File: config.mk
export PLATFORM = sky130hd
export DESIGN_NAME = mem_access
export DESIGN_NICKNAME = d
export VERILOG_FILES = /design/src/rtl/mem_access.sv
export SDC_FILE = /design/constraint.sdc
export NUM_CORES = 1
export LEC_CHECK = 0
export CAP_MARGIN = 20
export CORE_UTILIZATION = 38
export CTS_BUF_LIST = sky130_fd_sc_hd__clkbuf_2
export CTS_CLUSTER_DIAMETER = 150
export DETAILED_ROUTE_END_ITERATION = 8
export GPL_ROUTABILITY_DRIVEN = 0
export PLACE_DENSITY = 0.79
export SLEW_MARGIN = 30
export SYNTH_ARGS = -nofsm -noshare
export SYNTH_HDL_FRONTEND = slang
export SYNTH_SLANG_ARGS = --single-unit
File: constraint.sdc
create_clock -name clk_i -period 1.8 [get_ports clk_i]
set_input_delay 0.36 -clock clk_i [delete_from_list [all_inputs] [get_ports clk_i]]
set_output_delay 0.36 -clock clk_i [all_outputs]
set_load 0.01 [all_outputs]
File: src/rtl/mem_access.sv
// Memory-access / writeback stage: issues load/store transactions on a req/gnt/rvalid data bus
// and drives one register-file writeback port. Optional alignment check: MEM_MISALIGN_CHK_EN.
module mem_access #(
  parameter int unsigned RD_W = 5
) (
  input  logic            clk_i,
  input  logic            rst_ni,
  input  logic            ex_vld_i,
  output logic            in_ready_o,
  input  logic [RD_W-1:0] ex_rd_i,
  input  logic [31:0]     ex_x_rd_i,
  input  logic            ex_x_rd_vld_i,
  input  logic [31:0]     mem_addr_i,
  input  logic [3:0]      mem_rden_i,
  input  logic [3:0]      mem_wren_i,
  input  logic [31:0]     mem_wrdata_i,
  output logic            dbus_req_o,
  output logic            dbus_we_o,
  output logic [31:0]     dbus_addr_o,
  output logic [3:0]      dbus_be_o,
  output logic [31:0]     dbus_wdata_o,
  input  logic            dbus_gnt_i,
  input  logic            dbus_rvalid_i,
  input  logic [31:0]     dbus_rdata_i,
  output logic            wb_we_o,
  output logic [RD_W-1:0] wb_rd_o,
  output logic [31:0]     wb_data_o,
  output logic            error_o
);

  typedef enum logic [1:0] {StIdle, StReq, StWait} state_e;

  state_e          state_q;
  logic            dbus_req_q;
  logic            dbus_we_q;
  logic [31:0]     dbus_addr_q;
  logic [3:0]      dbus_be_q;
  logic [31:0]     dbus_wdata_q;
  logic [RD_W-1:0] rd_q;
  logic            wb_we_q;
  logic [RD_W-1:0] wb_rd_q;
  logic [31:0]     wb_data_q;
  logic            error_q;

  logic        has_rd;
  logic        has_wr;
  logic        is_ld;
  logic        is_st;
  logic        is_bad;
  logic        is_mem;
  logic [3:0]  acc_be;
  logic        misalign;
  logic [31:0] lane_mask;
  logic [31:0] load_data;
  logic        ld_rd_nz;
  logic        ex_rd_nz;

  assign has_rd = |mem_rden_i;
  assign has_wr = |mem_wren_i;
  assign is_ld  = has_rd & ~has_wr;
  assign is_st  = has_wr & ~has_rd;
  assign is_bad = has_rd & has_wr;
  assign is_mem = is_ld | is_st;
  assign acc_be = is_ld ? mem_rden_i : mem_wren_i;

`ifdef MEM_MISALIGN_CHK_EN
  assign misalign = ((acc_be == 4'b1111) && (mem_addr_i[1:0] != 2'b00)) ||
                    (((acc_be == 4'b0011) || (acc_be == 4'b1100)) && mem_addr_i[0]);
`else
  assign misalign = 1'b0;
`endif

  // Bytes not enabled by the latched byte-enables read back as zero.
  assign lane_mask = {{8{dbus_be_q[3]}}, {8{dbus_be_q[2]}}, {8{dbus_be_q[1]}}, {8{dbus_be_q[0]}}};
  assign load_data = dbus_rdata_i & lane_mask;
  assign ld_rd_nz  = (rd_q != '0);
  assign ex_rd_nz  = (ex_rd_i != '0);

  always_ff @(posedge clk_i or negedge rst_ni) begin
    if (!rst_ni) begin
      state_q      <= StIdle;
      dbus_req_q   <= 1'b0;
      dbus_we_q    <= 1'b0;
      dbus_addr_q  <= '0;
      dbus_be_q    <= '0;
      dbus_wdata_q <= '0;
      rd_q         <= '0;
      wb_we_q      <= 1'b0;
      wb_rd_q      <= '0;
      wb_data_q    <= '0;
      error_q      <= 1'b0;
    end else begin
      wb_we_q <= 1'b0;
      error_q <= 1'b0;
      unique case (state_q)
        StIdle: begin
          if (ex_vld_i) begin
            if (is_bad || (is_mem && misalign)) begin
              error_q <= 1'b1;
            end else if (is_mem) begin
              state_q      <= StReq;
              dbus_req_q   <= 1'b1;
              dbus_we_q    <= is_st;
              dbus_addr_q  <= {mem_addr_i[31:2], 2'b00};
              dbus_be_q    <= acc_be;
              dbus_wdata_q <= mem_wrdata_i;
              rd_q         <= ex_rd_i;
            end else if (ex_x_rd_vld_i && ex_rd_nz) begin
              wb_we_q   <= 1'b1;
              wb_rd_q   <= ex_rd_i;
              wb_data_q <= ex_x_rd_i;
            end
          end
        end
        StReq: begin
          if (dbus_gnt_i) begin
            dbus_req_q <= 1'b0;
            if (dbus_we_q) begin
              state_q <= StIdle;
            end else if (dbus_rvalid_i) begin
              state_q   <= StIdle;
              wb_we_q   <= ld_rd_nz;
              wb_rd_q   <= rd_q;
              wb_data_q <= load_data;
            end else begin
              state_q <= StWait;
            end
          end
        end
        StWait: begin
          if (dbus_rvalid_i) begin
            state_q   <= StIdle;
            wb_we_q   <= ld_rd_nz;
            wb_rd_q   <= rd_q;
            wb_data_q <= load_data;
          end
        end
        default: state_q <= StIdle;
      endcase
    end
  end

  assign in_ready_o   = (state_q == StIdle);
  assign dbus_req_o   = dbus_req_q;
  assign dbus_we_o    = dbus_we_q;
  assign dbus_addr_o  = dbus_addr_q;
  assign dbus_be_o    = dbus_be_q;
  assign dbus_wdata_o = dbus_wdata_q;
  assign wb_we_o      = wb_we_q;
  assign wb_rd_o      = wb_rd_q;
  assign wb_data_o    = wb_data_q;
  assign error_o      = error_q;

endmodule

==> metrics, run 1 <==
largest net degree at the start of global routing=47; Boundary Pins=257; setup violators final=83; clock root cell=clkbuf_2; Clock transition at path regs=0.16 ns; crit path capture type=flip-flop; drt total wl=16100 um; CP startpoint=state_q[0]; die area=14200 sq um; Setup TNS Final=-4.26 ns; DRC violations left=0; hpwl dp=10400 um; Setup CP Type=reg2reg; Post-synth ARST share=100%; synth top area cells=dfrtp_1 55%, mux2_2 17%, mux2_4 9.2%; vias in the first global route=4738; peak supply drop=0.538 mV; power density over cell area=1210 nW/um^2; fraction of layout cells with a size suffix above 1=43.3%; area delta synth->final=67.5%; Overflow after GRT=0; Main synth FF type=dfrtp_1; Final Power=10.6 mW; Max Clock Freq=0.524 GHz; Clock Skew=0.0207 ns; RSZ-0062 raised after global routing=true; CTS Buf Count=17; Post-synth top cells=114 x dfrtp_1, 78 x mux2_2, 39 x inv_1; Worst-Skew Late Latency=0.67 ns; Initial Util=39.2%; post-synthesis sequential area ratio=54.7%; Slowest-stage cell, CP=dfrtp_1; Synth Register Bits=114; design area=8730 sq um; WL/cell=17.1 um; CTS tree=yes; Antenna Cells=0; status=complete, but fails checks; Cells after Synth=402; setup ws final=-0.109 ns; Pins Over Slew Limit=0; Placed Area=8090 sq um; Worst path max stage delay=0.42 ns; H-tree lvl count=4; first-pass GRT wire length=23500 um; number of enable flip-flop cells after synthesis=0; dpl cells=835; r2r startpoint=state_q[0]; total iterations of the first detailed-routing run=4; port bufs=252; WP data required=2.36 ns; Final min period=1.91 ns; Distinct cells, synth=33; Fillers=983; Final Net Count=907; Die Ht=119 um; Hold Path Class=in2reg; clock buffer depth=2; Critical Path AT=2.47 ns; cell chain of the critical path=inv_2, ha_4, a221oi_4, o211ai_4, buf_6, buf_12, mux2_4; chip width=119 um; initial DRC count=120; Post-DRT Antenna Nets=0; synthesized area=5210 sq um; clk sinks=114; core area=13300 sq um; initial antenna violation count=0; final hold viol count=0; Tot GR Track Use=21.8%; Min Hold Slack=0.109 ns; area leader, netlist=dfrtp_1; failing checks=negative setup slack; Period Utilization, post-route=106%; CP max FO=8; Pleak=4.55 nW; Avg Cell Area, Syn=13.0 sq um; vias per std cell=4.72; CP Launch Type=flip-flop; pre-CTS setup slack=-1.09 ns; Yosys top cell area share=54.7%; Max Cap Viol=0; Worst Hold Launch=mem_wren_i[2]; Syn. warnings=0; utilization after layout=65.7%; DR vias=4439; count leader, synth=dfrtp_1; final non-filler cell total=941; row count=42
-- per-layer routing --
layer | share of wire [%] | wire (um) | vias to the layer above | global-route usage, %
met5 | 0 | 0 | - | 0
met4 | 2.5 | 407 | 0 | 10.8
met3 | 9.1 | 1470 | 33 | 8.96
met2 | 51 | 8240 | 217 | 37.6
met1 | 37 | 6020 | 2132 | 22.8
li1 | - | - | 2057 | -
-- cell families after synthesis --
group / Yosys count / synth area share, %
other: 1 / 0.0720
AO/OA/AOI/OAI: 46 / 5.38
adder cells (fa/ha/maj): 7 / 1.68
buffers and inverters: 63 / 5.93
flip-flops: 114 / 54.7
multiplexers: 115 / 27.0
AND/OR/NAND/NOR: 56 / 5.16
-- layout make-up --
| type | count | area, sq um | area share, % |
|---|---|---|---|
| Clock inverter | 10 | 68.8 | 0.788 |
| Clock buffer | 21 | 105 | 1.20 |
| Tap cell | 176 | 220 | 2.52 |
| Inverter | 40 | 155 | 1.78 |
| Sequential cell | 114 | 2850 | 32.7 |
| Timing Repair Buffer | 353 | 3120 | 35.7 |
| Multi-Input combinational cell | 227 | 2210 | 25.3 |
-- worst max-delay path, delay by kind of cell (launching register included) --
family                     cells  cell delay, ns
adders and majority gates      1            0.22
AOI/OAI and AO/OA              2            0.48
buffers and inverters          3            0.38
DFF                            1            0.42
muxes                          1            0.29
-- worst paths after layout --
check / endpoint / slack (ns) / cells after the start
worst max-delay path: wb_data_o[13] / -0.11 / 7
worst min-delay path: dbus_be_o[2] / 0.11 / 3
worst max register to register: wb_data_o[13] / -0.11 / 7
worst min register to register: dbus_wdata_o[1] / 0.52 / 1
max in group asynchronous: dbus_be_o[3] / 1.03 / 3
min in group asynchronous: dbus_addr_o[12] / 0.15 / 2
-- sequential cells by signal (all words and copies together), names as in the netlist, 2 cells and up --
register      count
dbus_addr_o      30
dbus_be_o         4
wb_rd_o           5
rd_q              5
state_q           2
wb_data_o        32
dbus_wdata_o     32
-- cells in the final DEF (no fill, tap or decap), types with 2 or more instances in the layout --
| cell | instances |
|---|---|
| clkdlybuf4s50_1 | 135 |
| dfrtp_1 | 113 |
| clkbuf_2 | 99 |
| buf_4 | 74 |
| mux2_2 | 57 |
| mux2_4 | 53 |
| inv_1 | 37 |
| nand2_1 | 37 |
| clkdlybuf4s15_1 | 35 |
| o21ai_0 | 32 |
| buf_6 | 10 |
| clkinv_1 | 7 |
| dlygate4sd3_1 | 7 |
| o21ai_1 | 6 |
| mux2i_1 | 5 |
| clkbuf_16 | 5 |
| buf_12 | 5 |
| and2_4 | 3 |
| nand3_1 | 3 |
| ha_4 | 3 |
| ha_1 | 3 |
| or4_4 | 2 |
| inv_2 | 2 |
| nor2_1 | 2 |
| or2_4 | 2 |
| a21oi_1 | 2 |
| conb_1 | 2 |
| buf_16 | 2 |
| buf_2 | 2 |
-- repair_timing --
| item | CTS | global route |
|---|---|---|
| setup buffers | 34 | 27 |
| resized for setup | 236 | 134 |
| endpoints found under the hold margin | 114 | 4 |
| gates cloned | 3 | 7 |
| pin swaps | 8 | 9 |
| setup endpoints to repair | 217 | 157 |
| hold buffers | 1 | 6 |
-- power by group --
group / internal (mW) / leakage, nW / switching, mW
logic: 3.26 / 2.91 / 2.32
registers: 3.24 / 1.52 / 0.363
clock network: 0.478 / 0.116 / 0.922
total: 6.98 / 4.55 / 3.60
No activity file was read; power rests on OpenSTA's default activity.
==> run 2, diff against run 1 <==
Settings changed: CAP_MARGIN 20 to 25.
==> results of run 2 <==
Final layout, timing and power as in run 1 (identical DEF).
